[config.mk]
export PLATFORM = sky130hd
export DESIGN_NAME = fetch_seq_flat
export DESIGN_NICKNAME = d
export VERILOG_FILES = /design/src/rtl/fetch_seq_pkg.sv /design/src/rtl/fetch_seq_if.sv /design/src/rtl/fetch_seq_cycle_gen.sv /design/src/rtl/fetch_seq.sv /design/src/flat_wrapper.sv
export SDC_FILE = /design/constraint.sdc
export NUM_CORES = 1
export LEC_CHECK = 0
export ABC_AREA = 0
export BUFFER_PORTS_ARGS = -buffer_cell sky130_fd_sc_hd__buf_2
export CAP_MARGIN = 20
export CORE_ASPECT_RATIO = 1.25
export CORE_MARGIN = 2
export CORE_UTILIZATION = 30
export DETAILED_ROUTE_END_ITERATION = 8
export PLACE_DENSITY_LB_ADDON = 0.2
export SYNTH_ARGS = -nofsm -noshare
export SYNTH_HDL_FRONTEND = slang
export SYNTH_SLANG_ARGS = --single-unit
[constraint.sdc]
create_clock -name clk -period 1.9 [get_ports clk]
set_clock_uncertainty 0.05 [all_clocks]
set_input_delay 0.19 -clock clk [delete_from_list [all_inputs] [get_ports clk]]
set_output_delay 0.19 -clock clk [all_outputs]
set_load 0.005 [all_outputs]
[src/rtl/fetch_seq_pkg.sv]
// Shared constants, state encoding and helpers for the fetch sequencer.
// Phase numbers name the cycle in which each sequencer action happens.
package fetch_seq_pkg;

  localparam int ADDR_W_DEFAULT = 12;

  localparam logic [2:0] CYCLE_LATCH = 3'd0;
  localparam logic [2:0] CYCLE_JUMP  = 3'd3;
  localparam logic [2:0] CYCLE_FETCH = 3'd4;
  localparam logic [2:0] CYCLE_LAST  = 3'd4;

  typedef enum logic [0:0] {
    ST_RUN    = 1'b0,
    ST_HALTED = 1'b1
  } state_e;

  // Next phase value; anything at or past the last phase returns to the latch phase.
  function automatic logic [2:0] cycle_next(input logic [2:0] c);
    return (c >= CYCLE_LAST) ? CYCLE_LATCH : (c + 3'd1);
  endfunction

endpackage

[src/rtl/fetch_seq_if.sv]
// ROM-side bus of the fetch sequencer: phase and address out, read data in.
interface fetch_seq_if
  import fetch_seq_pkg::*;
#(
  parameter int ADDR_W = ADDR_W_DEFAULT
);

  logic [2:0]        cycle;
  logic [ADDR_W-1:0] address;
  logic [7:0]        rom_data;

  modport master (output cycle, output address, input rom_data);
  modport slave  (input cycle, input address, output rom_data);

endinterface

[src/rtl/fetch_seq_cycle_gen.sv]
// Five-phase counter 0..4; hold freezes the current phase (used while halting).
module cycle_gen
  import fetch_seq_pkg::*;
(
  input  logic       clk,
  input  logic       rst_n,
  input  logic       hold,
  output logic [2:0] cycle
);

  logic [2:0] cycle_q;
  logic [2:0] cycle_d;

  // Next phase: hold or advance with wrap after the last phase.
  always_comb begin
    cycle_d = cycle_q;
    if (hold) begin
      cycle_d = cycle_q;
    end else begin
      cycle_d = cycle_next(cycle_q);
    end
  end

  // Phase register with synchronous active-low reset.
  always_ff @(posedge clk) begin
    if (!rst_n) begin
      cycle_q <= CYCLE_LATCH;
    end else begin
      cycle_q <= cycle_d;
    end
  end

  assign cycle = cycle_q;

endmodule

[src/rtl/fetch_seq.sv]
// Instruction fetch sequencer: drives PC and phase to the ROM, latches the
// fetched byte, supports a phase-3 jump and halting at instruction boundaries.
module fetch_seq
  import fetch_seq_pkg::*;
#(
  parameter int                ADDR_W   = ADDR_W_DEFAULT,
  parameter logic [ADDR_W-1:0] RESET_PC = 12'h000
)(
  input  logic              clk,
  input  logic              rst_n,
  fetch_seq_if.master       rom,
  input  logic              jump_en,
  input  logic [ADDR_W-1:0] jump_addr,
  input  logic              halt,
  output logic [7:0]        instr,
  output logic              instr_valid,
  output logic              halted
);

  state_e            state_q, state_d;
  logic [ADDR_W-1:0] addr_q, addr_d;
  logic [7:0]        instr_q, instr_d;
  logic              valid_q, valid_d;
  logic              fetched_q, fetched_d;
  logic              hold_s;
  logic [2:0]        cycle_s;

  cycle_gen u_cycle_gen (
    .clk   (clk),
    .rst_n (rst_n),
    .hold  (hold_s),
    .cycle (cycle_s)
  );

  // State register.
  always_ff @(posedge clk) begin
    if (!rst_n) begin
      state_q <= ST_RUN;
    end else begin
      state_q <= state_d;
    end
  end

  // Next state: halt is only honoured at the latch phase boundary.
  always_comb begin
    state_d = state_q;
    case (state_q)
      ST_RUN: begin
        if (halt && (cycle_s == CYCLE_LATCH)) begin
          state_d = ST_HALTED;
        end else begin
          state_d = ST_RUN;
        end
      end
      ST_HALTED: begin
        if (!halt) begin
          state_d = ST_RUN;
        end else begin
          state_d = ST_HALTED;
        end
      end
      default: state_d = ST_RUN;
    endcase
  end

  // Datapath next values; fetched_q guards the latch until a ROM read has happened.
  always_comb begin
    addr_d    = addr_q;
    instr_d   = instr_q;
    valid_d   = valid_q;
    fetched_d = fetched_q;
    hold_s    = 1'b0;
    if (halt && (cycle_s == CYCLE_LATCH)) begin
      hold_s = 1'b1;
    end else begin
      hold_s = 1'b0;
    end
    if (state_q == ST_RUN) begin
      case (cycle_s)
        CYCLE_LATCH: begin
          if (fetched_q) begin
            instr_d = rom.rom_data;
            valid_d = 1'b1;
          end else begin
            instr_d = instr_q;
            valid_d = valid_q;
          end
        end
        CYCLE_JUMP: begin
          if (jump_en) begin
            addr_d = jump_addr;
          end else begin
            addr_d = addr_q;
          end
        end
        CYCLE_FETCH: begin
          addr_d    = addr_q + ADDR_W'(1);
          fetched_d = 1'b1;
        end
        default: addr_d = addr_q;
      endcase
    end else begin
      addr_d = addr_q;
    end
  end

  // Datapath registers.
  always_ff @(posedge clk) begin
    if (!rst_n) begin
      addr_q    <= RESET_PC;
      instr_q   <= 8'h00;
      valid_q   <= 1'b0;
      fetched_q <= 1'b0;
    end else begin
      addr_q    <= addr_d;
      instr_q   <= instr_d;
      valid_q   <= valid_d;
      fetched_q <= fetched_d;
    end
  end

  assign rom.cycle   = cycle_s;
  assign rom.address = addr_q;
  assign instr       = instr_q;
  assign instr_valid = valid_q;
  assign halted      = (state_q == ST_HALTED);

endmodule

[src/flat_wrapper.sv]
// flat-port wrapper written by rule: the top's interface ports become plain ports
module fetch_seq_flat import fetch_seq_pkg::*;
#(
  parameter int                ADDR_W   = ADDR_W_DEFAULT,
  parameter logic [ADDR_W-1:0] RESET_PC = 12'h000
)
  (clk, rst_n, jump_en, jump_addr, halt, instr, instr_valid, halted, rom_cycle, rom_address, rom_rom_data);
  fetch_seq_if #(.ADDR_W(ADDR_W)) rom_i ();
  input  logic clk;
  input  logic rst_n;
  input  logic jump_en;
  input  logic [ADDR_W-1:0] jump_addr;
  input  logic halt;
  output logic [7:0] instr;
  output logic instr_valid;
  output logic halted;
  output wire logic [$bits(rom_i.cycle)-1:0] rom_cycle;
  output wire logic [$bits(rom_i.address)-1:0] rom_address;
  input wire logic [$bits(rom_i.rom_data)-1:0] rom_rom_data;
  assign rom_cycle = rom_i.cycle;
  assign rom_address = rom_i.address;
  assign rom_i.rom_data = rom_rom_data;
  fetch_seq #(.ADDR_W(ADDR_W), .RESET_PC(RESET_PC)) u_core (.clk(clk), .rst_n(rst_n), .rom(rom_i), .jump_en(jump_en), .jump_addr(jump_addr), .halt(halt), .instr(instr), .instr_valid(instr_valid), .halted(halted));
endmodule
==> metrics <==
CTS Buf Count 3; number of remaining DRC errors 0; Final Cycle Share 93.6%; vias in the first global route 1304; Vias per Instance 5.02; status completed; clock network fraction of total power 21.8%; Flop pwr share 46.9%; Worst Path Required 2.05 ns; DR WL/cell 12.5 um; routed via count 1355; worst hold stages 3; internal power 971 uW; ratio of cells with drive above 1 in the final layout 32.2%; Pwr Total 1430 uW; Psw 464 uW; Sw Share 32.3%; Filler Cells Inserted 466; Fin Setup TNS 0 ns; CP max-delay cell or4_1; CP Max Fanout 4; Final Hold Fails 0; power share of the combinational group 31.3%; Worst Setup End Kind flip-flop; Mapped Avg Cell Area 8.32 um2; TritonRoute pass-1 iters 4; stages on the worst setup path 5; Initial Util 31.6%; initial drt markers 72; largest net degree at the start of global routing 18; ant diodes 0; hold-fix buffers at CTS 0; area of the multi-input gates 737 um2; count of final setup violators 0; Post-Syn Nets 186; Skew-Pair Late Insertion Delay 0.27 ns; HPWL after detailed placement 2560 um; WP buf/inv 0; min cycle time layout 1.78 ns; PortBufs 48; Area growth syn-to-layout 32.1%; Cells after Synth 158; # rows 26; Total Nets Final 244; crit path cell chain ha_1 > ha_2 > o31a_1 > or4_1 > a31oi_1; unrepaired setup endpoints after global routing no; post-synth cell types 41; clock buffer depth 2; Peak Freq 0.562 GHz; Crit Path Class reg2reg; Synth Warn # 0; core area 4160 um2; max-cap viol count 0; critical path's top delay family simple AND/OR/NAND/NOR gates; GPL Wtd Cong 0.763; Min-Delay Path Class in2reg; slowest cell delay on critical path 0.46 ns; CTS tree built; reg-to-reg setup timing slack 0.12 ns; first-pass GRT wire length 5730 um; synthesized area 1320 um2; gr ovfl total 0; post-route ant nets 0; VDD IR max 302 uV; root buffer cell clkbuf_8; # clock sinks 26; H-tree levels 1; Worst-Margin Slew 0.261 ns; Register Area 520 um2; PwrDens 826 nW/um2; die width 63.2 um; Die Y 78.0 um; Leakage 0.000775 uW; sequential share of the synthesized area 39.6%; Reg clk slew, reported paths 0.09 ns; Die ar. 4930 um2; Worst EP arrival 1.93 ns; GRT Overall Usage 14.2%; FF-to-FF path depth 5; Pins Over Slew Limit 0; Worst Setup Start Kind flip-flop; number of antenna violations at the first check in global routing 0; I/O Pins 49; Worst slew margin 82.4%; Post-Route WL 3370 um; Synth Register Bits 26
[area by class of cell]
cell class | count | share of cell area [%]
multi-input cells | 117 | 42.4
flip-flops and latches | 26 | 30.0
repair buffers | 62 | 19.9
well taps | 56 | 4.03
clock buffers | 3 | 2.38
inverters | 6 | 1.30
[timing repair]
| action | CTS | global route |
|---|---|---|
| endpoints found under the setup margin | 0 | 4 |
| setup buffers | 0 | 1 |
| gates resized for setup | 0 | 2 |
| hold endpoints to repair | 0 | 0 |
[cell families after synthesis]
group / count (synthesis) / synth area share (%)
AOI/OAI and AO/OA: 41 / 21.2
xor gates and xnor gates: 1 / 0.666
adders and majority gates: 4 / 3.81
buffers and inverters: 15 / 4.76
DFF: 26 / 39.6
muxes: 8 / 6.09
and+or+nand+nor: 63 / 23.9
[worst register-to-register path: stages, from the launching register on]
cell and delay [ns]:
dfxtp_1 0.35, ha_1 0.21, ha_2 0.19, o31a_1 0.30, or4_1 0.46, a31oi_1 0.16
[power groups by stage]
stage | Clock [uW] | Combinational [uW] | Sequential, uW
finish | 313 | 449 | 672
global route | 350 | 519 | 685
CTS | 324 | 446 | 672
detailed placement | 0 | 444 | 685
global placement | 0 | 449 | 684
floorplan | 0 | 271 | 682
[cells in the mapped netlist, drive strengths merged]
library cell | instances | area [um2]
buf | 6 | 28.8
nand2 | 15 | 56.3
a211oi | 2 | 15.0
or4 | 1 | 7.51
nand4 | 2 | 12.5
a2bb2oi | 1 | 8.76
a31oi | 2 | 12.5
a32oi | 1 | 8.76
o211ai | 3 | 22.5
xnor2 | 1 | 8.76
nor2 | 20 | 75.1
o21ai | 6 | 30.0
a21oi | 13 | 65.1
nor2b | 1 | 6.26
a21o | 1 | 7.51
nor3b | 2 | 15.0
o31ai | 1 | 12.5
nor3 | 2 | 10.0
mux2i | 8 | 80.1
o211a | 1 | 10.0
o221a | 1 | 11.3
nor4 | 1 | 6.26
clkinv | 1 | 3.75
inv | 5 | 18.8
nand2b | 1 | 6.26
nand3 | 6 | 30.0
and3 | 1 | 6.26
and2 | 5 | 31.3
and3b | 1 | 8.76
a311oi | 2 | 17.5
o31a | 3 | 26.3
clkbuf | 3 | 11.3
o32ai | 1 | 8.76
ha | 4 | 50.1
o22ai | 2 | 12.5
and4 | 3 | 26.3
nand3b | 1 | 7.51
a311o | 1 | 10.0
nand4b | 1 | 8.76
dfxtp | 26 | 521
[flip-flops by register name, summed over array words and instances, names as in the netlist]
signal / count
u_core.rom.address: 12
u_core.instr_valid: 1
u_core.halted: 1
u_core.instr: 8
u_core.u_cycle_gen.cycle: 3
u_core.fetched_q: 1
[worst paths after layout]
path / endpoint / start
worst max register to register: u_core.rom.address[11] / u_core.u_cycle_gen.cycle[0]
worst max-delay path: u_core.rom.address[11] / u_core.u_cycle_gen.cycle[0]
worst min-delay path: u_core.instr[3] / rom_rom_data[3]
worst min register to register: u_core.fetched_q / u_core.fetched_q
[per-stage QoR]
step | cell area (um2) | utilization, % | hold WS, ns | cells | setup slack (ns)
after floorplan | 1320 | - | 0.273 | 158 | 0.0989
after global placement | 1680 | 40.4 | 0.374 | 266 | 0.116
after detailed placement | 1680 | 40.4 | 0.388 | 266 | 0.106
after CTS | 1720 | 41.4 | 0.0988 | 269 | 0.0834
after global routing | 1740 | 41.7 | 0.117 | 270 | 0.0136
final | 1740 | 41.7 | 0.0981 | 270 | 0.122
[cells in the final DEF (no fill, tap or decap), types with 2 or more instances in the layout]
| cell | Yosys | layout |
|---|---|---|
| and4_1 | 3 | 3 |
| o22ai_1 | 2 | 2 |
| and2_1 | 5 | 5 |
| nand3_1 | 6 | 6 |
| nor3_1 | 2 | 2 |
| o211ai_1 | 3 | 3 |
| a211oi_1 | 2 | 2 |
| dfxtp_1 | 26 | 26 |
| clkbuf_8 | 0 | 3 |
| nand4_1 | 2 | 2 |
| a31oi_1 | 2 | 2 |
| ha_1 | 4 | 2 |
| nor2_1 | 20 | 20 |
| a21oi_1 | 13 | 13 |
| nand2_1 | 15 | 15 |
| buf_2 | 5 | 48 |
| o21ai_0 | 6 | 6 |
| o31a_1 | 3 | 3 |
| nor3b_1 | 2 | 2 |
| mux2i_1 | 8 | 8 |
| buf_4 | 0 | 14 |
| inv_1 | 5 | 5 |
| a311oi_1 | 2 | 2 |
| ha_2 | 0 | 2 |
[per-layer routing]
| layer | wire [um] | vias up | global-route usage, % |
|---|---|---|---|
| met3 | 180 | 2 | 2.58 |
| met4 | 23 | 0 | 5.43 |
| met2 | 1760 | 37 | 26.0 |
| li1 | - | 688 | - |
| met5 | 0 | - | 0 |
| met1 | 1410 | 628 | 16.2 |
Note: power is estimated with default switching activity, not from simulation.
